$ cat src/rtl/ps2_kbd_rx.sv
// ps2_kbd_rx: PS/2 keyboard receiver. Synchronizes the raw PS/2 clock and
// data lines, deserializes 11-bit frames (start, 8 data LSB first, odd parity,
// stop), folds E0/F0 prefixes into the decoded scan code and tracks the space
// key to produce a single "flap" pulse per fresh press.
module ps2_kbd_rx #(
    parameter int TIMEOUT_CYCLES = 100000
) (
    input  logic       clk,
    input  logic       RSTN,
    input  logic       PS2C,
    input  logic       PS2D,
    output logic [7:0] code,
    output logic       extended,
    output logic       released,   // break flag: code was preceded by F0
    output logic       code_valid,
    output logic       frame_err,
    output logic       space_down,
    output logic       flap
);

    localparam int            TW      = $clog2(TIMEOUT_CYCLES + 1);
    localparam logic [TW-1:0] TO_LAST = TW'(TIMEOUT_CYCLES - 1);
    localparam logic [7:0]    PFX_EXT = 8'hE0;
    localparam logic [7:0]    PFX_BRK = 8'hF0;
    localparam logic [7:0]    SPACE   = 8'h29;

    typedef enum logic [1:0] {IDLE, DATA, PARITY, STOP} state_t;

    state_t        state, state_next;
    logic          ps2c_s1, ps2c_s2, ps2c_s3;
    logic          ps2d_s1, ps2d_s2;
    logic          fall;
    logic [2:0]    bit_cnt;
    logic [7:0]    shift_reg;
    logic          parity_bit;
    logic [TW-1:0] to_cnt;
    logic          ext_pending, brk_pending;

    // FSM strobes
    logic bit_clr, shift_en, parity_en, frame_done, frame_abort, timeout;
    logic frame_good, frame_bad;

    // Two-flop synchronizers plus a third clock flop for edge detection.
    // NOTE: these flops reset to 1 (idle bus level) so leaving reset never fakes a falling edge.
    always_ff @(posedge clk or negedge RSTN) begin
        if (!RSTN) begin
            ps2c_s1 <= 1'b1;
            ps2c_s2 <= 1'b1;
            ps2c_s3 <= 1'b1;
            ps2d_s1 <= 1'b1;
            ps2d_s2 <= 1'b1;
        end else begin
            // NOTE: non-blocking assignments make every flop sample the pre-edge value, forming a true shift chain.
            ps2c_s1 <= PS2C;
            ps2c_s2 <= ps2c_s1;
            ps2c_s3 <= ps2c_s2;
            ps2d_s1 <= PS2D;
            ps2d_s2 <= ps2d_s1;
        end
    end

    assign fall    = ps2c_s3 & ~ps2c_s2;
    assign timeout = (state != IDLE) && !fall && (to_cnt == TO_LAST);

    // FSM state register.
    always_ff @(posedge clk or negedge RSTN) begin
        if (!RSTN) state <= IDLE;
        else       state <= state_next;
    end

    // FSM next-state logic and datapath strobes.
    always_comb begin
        // NOTE: every output of this block gets a default first, so no path can infer a latch.
        state_next  = state;
        bit_clr     = 1'b0;
        shift_en    = 1'b0;
        parity_en   = 1'b0;
        frame_done  = 1'b0;
        frame_abort = 1'b0;
        if (timeout) begin
            state_next  = IDLE;
            frame_abort = 1'b1;
        end else begin
            case (state)
                IDLE: begin
                    if (fall && !ps2d_s2) begin
                        state_next = DATA;
                        bit_clr    = 1'b1;
                    end
                end
                DATA: begin
                    if (fall) begin
                        shift_en = 1'b1;
                        if (bit_cnt == 3'd7) state_next = PARITY;
                    end
                end
                PARITY: begin
                    if (fall) begin
                        parity_en  = 1'b1;
                        state_next = STOP;
                    end
                end
                STOP: begin
                    if (fall) begin
                        frame_done = 1'b1;
                        state_next = IDLE;
                    end
                end
                default: state_next = IDLE;
            endcase
        end
    end

    // Frame is accepted only with stop bit 1 and odd parity over data + parity.
    assign frame_good = frame_done && ps2d_s2 && (^{shift_reg, parity_bit});
    assign frame_bad  = (frame_done && !frame_good) || frame_abort;

    // Bit counter, LSB-first shift register and parity latch.
    always_ff @(posedge clk or negedge RSTN) begin
        if (!RSTN) begin
            bit_cnt    <= 3'd0;
            shift_reg  <= 8'h00;
            parity_bit <= 1'b0;
        end else begin
            if (bit_clr) begin
                bit_cnt   <= 3'd0;
                shift_reg <= 8'h00;
            end else if (shift_en) begin
                bit_cnt   <= bit_cnt + 3'd1;
                shift_reg <= {ps2d_s2, shift_reg[7:1]};
            end
            if (parity_en) parity_bit <= ps2d_s2;
        end
    end

    // Inactivity counter: restarts on each PS/2 clock edge, idles at 0 in IDLE.
    always_ff @(posedge clk or negedge RSTN) begin
        if (!RSTN) begin
            to_cnt <= '0;
        end else if (fall || state == IDLE) begin
            to_cnt <= '0;
        end else if (to_cnt != '1) begin
            to_cnt <= to_cnt + TW'(1);
        end
    end

    // Byte processing: prefix tracking, decoded outputs and space-key state.
    always_ff @(posedge clk or negedge RSTN) begin
        if (!RSTN) begin
            code        <= 8'h00;
            extended    <= 1'b0;
            released    <= 1'b0;
            code_valid  <= 1'b0;
            frame_err   <= 1'b0;
            space_down  <= 1'b0;
            flap        <= 1'b0;
            ext_pending <= 1'b0;
            brk_pending <= 1'b0;
        end else begin
            code_valid <= 1'b0;
            frame_err  <= 1'b0;
            flap       <= 1'b0;
            if (frame_bad) begin
                frame_err   <= 1'b1;
                ext_pending <= 1'b0;
                brk_pending <= 1'b0;
            end else if (frame_good) begin
                if (shift_reg == PFX_EXT) begin
                    ext_pending <= 1'b1;
                end else if (shift_reg == PFX_BRK) begin
                    brk_pending <= 1'b1;
                end else begin
                    code        <= shift_reg;
                    extended    <= ext_pending;
                    released    <= brk_pending;
                    code_valid  <= 1'b1;
                    ext_pending <= 1'b0;
                    brk_pending <= 1'b0;
                    // Typematic repeats of a held space key must not re-trigger flap.
                    if (shift_reg == SPACE && !ext_pending) begin
                        if (!brk_pending) begin
                            space_down <= 1'b1;
                            flap       <= ~space_down;
                        end else begin
                            space_down <= 1'b0;
                        end
                    end
                end
            end
        end
    end

endmodule
$ cat config.mk
export PLATFORM = sky130hd
export DESIGN_NAME = ps2_kbd_rx
export DESIGN_NICKNAME = d
export VERILOG_FILES = /design/src/rtl/ps2_kbd_rx.sv
export SDC_FILE = /design/constraint.sdc
export NUM_CORES = 1
export LEC_CHECK = 0
export BUFFER_PORTS_ARGS = -buffer_cell sky130_fd_sc_hd__buf_2
export CAP_MARGIN = 40
export CORE_ASPECT_RATIO = 1.2
export CORE_UTILIZATION = 55
export CTS_BUF_LIST = sky130_fd_sc_hd__clkbuf_4 sky130_fd_sc_hd__clkbuf_8
export DETAILED_ROUTE_END_ITERATION = 16
export PLACE_DENSITY = 0.74
export SLEW_MARGIN = 20
export SYNTH_ARGS = -nofsm -noshare
export SYNTH_HDL_FRONTEND = slang
export SYNTH_SLANG_ARGS = --single-unit
$ cat constraint.sdc
create_clock -name clk -period 6.61 [get_ports clk]
set_input_delay 1.322 -clock clk [delete_from_list [all_inputs] [get_ports clk]]
set_output_delay 1.322 -clock clk [all_outputs]
set_load 0.005 [all_outputs]
## Yosys cells after proc, flatten, opt, wreduce, memory -nomap -nowiden

Index checks and enable logic that the tools add are counted.

| word-level totals | value |
|---|---|
| output and inout port bits | 14 |
| register bits | 52 |
| logic and storage cells | 111 |
| input port bits | 4 |

| operators by class | value |
|---|---|
| add/subtract/negate cells | 2 |
| mux-type cells | 44 |
| reduce and logical (&&, ||, !) cells | 24 |
| bitwise gates (word level) | 6 |
| eq/ne operators | 16 |

Operators by type and width:

| kind | number |
|---|---|
| $mux 17 | 2 |
| $mux 1 | 31 |
| $ne 3x3->1 const B | 6 |
| $add 17x1->17 const B | 1 |
| $eq 17x17->1 const B | 1 |
| $ne 17x17->1 const B | 1 |
| $eq 8x8->1 const B | 2 |
| $mux 8 | 2 |
| $mux 2 | 6 |
| $reduce_and 5->1 | 2 |
| $reduce_xor 9->1 | 1 |
| $eq 8x6->1 const B | 1 |
| $pmux 2 s4 | 1 |
| $reduce_bool 2->1 | 4 |
| $logic_and 1x1->1 | 7 |
| $mux 3 | 2 |
| $not 1->1 | 5 |
| $eq 2x2->1 const B | 2 |
| $logic_not 1->1 | 4 |
| $reduce_and 2->1 | 2 |
| $reduce_and 4->1 | 1 |
| $add 3x1->3 const B | 1 |
| $eq 3x3->1 const B | 1 |
| $eq 2x1->1 const B | 1 |
| other kinds (4) | 5 |

## Logic depth before layout (Yosys ltp)

| depth | value |
|---|---|
| depth in word-level cells | 13 |
| gate-level depth with buffers | 10 |
| depth with buffers taken out | 9 |

## Worst setup path after synthesis

Ideal clock, no wire load.

| timing path | value |
|---|---|
| path type | reg2reg |
| from | register to_cnt[2] |
| to | register to_cnt[12] |
| required time | 6.532 ns |
| arrival time | 2.062 ns |
| setup time | 0.078 ns |
| path buffers | 1 |
| stages on the path, launching flop included | 10 |
| clock period less this slack | 2.140 ns |
| setup slack | 4.470 ns |
| cells stage by stage | dfrtp_1 -> and3_1 -> clkbuf_1 -> nand4_1 -> nor3_1 -> ha_1 -> nor2b_1 -> nand4_1 -> or3_1 -> a21oi_1 |

| on the way | value |
|---|---|
| longest elaborated chain between the ends | 3 |
| elaborated cells between the ends (all ways) | 5 |
| those cells by class | 1 x add/sub; 1 x eq/ne; 2 x mux; 1 x reduce/logical |

Ends and longest elaborated chain:

| item | RTL line | source |
|---|---|---|
| start: declaration | 36 | `logic [TW-1:0] to_cnt;` |
| start signal: assignment | 143 | `to_cnt <= to_cnt + TW'(1);` |
| $add 17x1->17 | 143 |  |
| $mux 17 | 142 | `end else if (to_cnt != '1) begin` |
| $mux 17 | 140 | `end else if (fall \|\| state == IDLE) begin` |

Several ways; a longest one is shown, not always the timed one. The select of a mux whose other input is x is not followed.
A chain may end at the register's enable or synchronous reset.

## Worst setup path after layout

| timing path | value |
|---|---|
| from | register ps2c_s3 |
| to | register code[0] |

| on the way | value |
|---|---|
| longest elaborated chain between the ends | 12 |
| elaborated cells between the ends (all ways) | 15 |
| those cells by class | 4 x mux; 2 x bitwise; 9 x reduce/logical |

Ends and longest elaborated chain:

| item | RTL line | source |
|---|---|---|
| start: declaration | 30 | `logic ps2c_s1, ps2c_s2, ps2c_s3;` |
| start signal: assignment | 56 | `ps2c_s3 <= ps2c_s2;` |
| $and 1x1->1 * | 62 | `assign fall = ps2c_s3 & ~ps2c_s2;` |
| $logic_not 1->1 | 63 | `assign timeout = (state != IDLE) && !fall && (to_cnt == TO_LAST);` |
| $logic_and 1x1->1 (2 in series) | 63 |  |
| $mux 1 | 80 | `if (timeout) begin` |
| $logic_and 1x1->1 (2 in series) | 115 | `assign frame_good = frame_done && ps2d_s2 && (^{shift_reg, parity_bit});` |
| $logic_not 1->1 | 116 | `assign frame_bad = (frame_done && !frame_good) \|\| frame_abort;` |
| $logic_and 1x1->1 | 116 |  |
| $logic_or 1x1->1 | 116 |  |
| $not 1->1 (no source line) | n/a |  |
| $reduce_and 4->1 (no source line) * | n/a |  |
| end signal: assignment | 173 | `code <= shift_reg;` |
| end: declaration | 12 | `output logic [7:0] code,` |

Every way passes the cells marked *; elsewhere a longest branch is shown, timed or not.

==> results.yml <==
clocking:
  post_cts.repair.setup_buffers: 0
  cts_resized: 0
  clk_latency_ps: 300
  clk_pin_slew_ps: 90
  cts_hold_buf: 0
  cts_root_buf: "clkbuf_8"
  h-tree-depth: 2
  cts_buffers: 5
  cts_tree: "built"
  clock_sinks: 52
  cts_max_path_buffers: 2
worst_setup_path:
  criticalPathCategory: "reg -> reg"
  crit_path_max_fanout: 11
  cp-start-kind: "flop"
  slowest_delay_ps: 520
  critPathArrivalTime_ps: 2550
  crit_chain: "nor2b_1 -> nand2_1 -> a21oi_1 -> and3_4 -> mux2_2"
  end_kind: "flop"
  slowest_stage: "dfstp_2"
  worstPathRequired_ps: 6800
sta:
  worstMarginPinSlew_ps: 633
  holdWs_ps: 359
  fin_tns_setup_ps: 0
  period_needed_ps: 2360
  finalHoldViolCount: 0
  rsz0062_at_grt: "no"
  skew_ps: 9.40
  setup_viol: 0
  finalCritPeriodShare_pct: 35.7
  final_max_slew_viol_count: 0
  maxSlewHeadroom_pct: 57.7
  max_freq_mhz: 424
die:
  num_rows: 26
  die_w_um: 63.4
  core_area_um2: 4290
  io_pins: 18
  fp.dieH_um: 75.7
  die_area_um2: 4800
  initial_utilization_pct: 58.0
yosys:
  synth_area_per_cell_um2: 11.3
  synth.largest_area_cell: "dfrtp_1"
  syn-cell-area_um2: 2490
  syn_nets: 233
  synth.most_common_cell: "dfrtp_1"
  ys_async_sr_fraction_pct: 100
  yosysWarnings: 0
  synth_top_area_share_pct: 47.2
  ys_seq_area_share_pct: 52.5
  netlist-cell-type-count: 41
  ys_seq_elements: 52
  yosys-top-cells-count: "47 x dfrtp_1, 28 x nor2_1, 17 x nand2_1, 10 x mux2i_1"
  synthFlopType: "dfrtp_1"
  synthTopCellsByArea: "dfrtp_1 47%, mux2_4 5.4%, dfstp_2 5.3%, ha_1 4.5%, nor2_1 4.2%"
  synth_cells: 220
  synth-edff-count: 0
finish:
  area_delta_synth_final_pct: 8.39
  n_antenna_cell: 0
  largest_reg_flops: 17
  drive_gt1_share_pct: 21.8
  fin_nets: 251
  stdcell_area_um2: 2700
flow_run:
  drv_cap: 0
power:
  combPwrFrac_pct: 30.8
  finalPower_uw: 851
  internal-power_uw: 571
  power_frac_seq_pct: 48.5
  p_per_area_nw_per_um2: 315
  p_sw_share_pct: 32.9
  power_leakage_nw: 1.35
  max-vdd-ir-drop_mv: 0.154
  clock_power_share_pct: 20.7
  switchingPower_uw: 280
placed_design:
  dp_hpwl_mm: 2.93
  place_congestion: 0.746
  place_area_um2: 2610
  io_buffers: 17
global_routing:
  overflow: 0
  grtUsageTotal_pct: 19.0
  grt_start_max_net_pins: 53
  grt_pass1_vias: 1481
  grt_antenna_before_repair: 0
  grt_pass1_wl_mm: 6.84
route:
  wl_mm: 4.13
  drc: 0
  wl_per_cell_um: 14.0
  dr.pass1.iters: 4
  vias_per_cell: 5.46
  drt_iter0_markers: 70
  detail-route-antenna-nets: 0
  num_vias: 1610
min_path:
  hold_path.class: "reg -> reg"
run_status:
  outcome: "finished, final reports clean"
==> cells by family after synthesis <==
family                     count (synthesis)  synth area share, %
and+or+nand+nor                           84                 17.4
DFF                                       52                 52.5
AOI/OAI and AO/OA                         23                 5.38
adders and majority gates                  9                 4.52
xor gates and xnor gates                  18                 7.54
buffers and inverters                     14                 2.76
muxes                                     20                 9.90
==> routing by layer <==
layer / global-route usage (%) / vias to the layer above / share of wire, %
met4: 8.08 / 0 / 1.8
met1: 22.4 / 789 / 43
li1: - / 787 / -
met5: 0 / - / 0
met2: 33.6 / 26 / 52
met3: 4.64 / 8 / 2.4
==> path summary, 6_finish.rpt <==
path,cells after the start,start,to,slack [ps]
worst max register to register,5,ps2c_s3$_DFF_PN1_,code[0]$_DFFE_PN0P_,4250
min in group asynchronous,2,RSTN,code[5]$_DFFE_PN0P_,1120
worst min-delay path,0,ps2c_s1$_DFF_PN1_,ps2c_s2$_DFF_PN1_,360
worst min register to register,0,ps2c_s1$_DFF_PN1_,ps2c_s2$_DFF_PN1_,360
worst max-delay path,5,ps2c_s3$_DFF_PN1_,code[0]$_DFFE_PN0P_,4250
max in group asynchronous,2,RSTN,to_cnt[0]$_DFFE_PN0P_,5070
==> per-stage QoR <==
stage,setup WS (ps),std cells,util (%)
floorplan,4470,220,-
global placement,4260,287,60.8
detailed placement,4220,287,60.8
CTS,4200,295,62.8
global route,3980,295,62.8
finish,4250,295,62.8
==> cell type report <==
type,count,area [um^2]
Fill cell,349,1600
Sequential cell,52,1310
Timing Repair Buffer,18,92.6
Multi-Input combinational cell,154,1110
Clock inverter,2,12.5
Tap cell,56,70.1
Clock buffer,6,76.3
Inverter,7,26.3
==> placed cells by master, fill, tap and decap left out, drive strengths merged, types with 6 or more instances in the layout <==
cell	count
a21oi	8
nand3	7
xnor2	8
nand4	7
ha	9
inv	7
o21ai	9
buf	18
nor2	28
xor2	9
dfrtp	47
mux2i	10
clkbuf	6
mux2	10
nand2	17
==> power by group through the flow <==
stage                     logic, mW  clock network [mW]  registers, mW
after floorplan               0.212                   0          0.409
after global placement        0.255                   0          0.418
after detailed placement      0.264                   0          0.420
after CTS                     0.265               0.182          0.414
after global routing          0.293               0.193          0.421
final                         0.262               0.176          0.413
==> critical path, delay by kind of cell (launching register included) <==
family / cells / cell delay (ps)
simple gates: 3 / 1100
flops: 1 / 520
mux: 1 / 360
compound gates: 1 / 280
(Power assumes the default switching activity.)
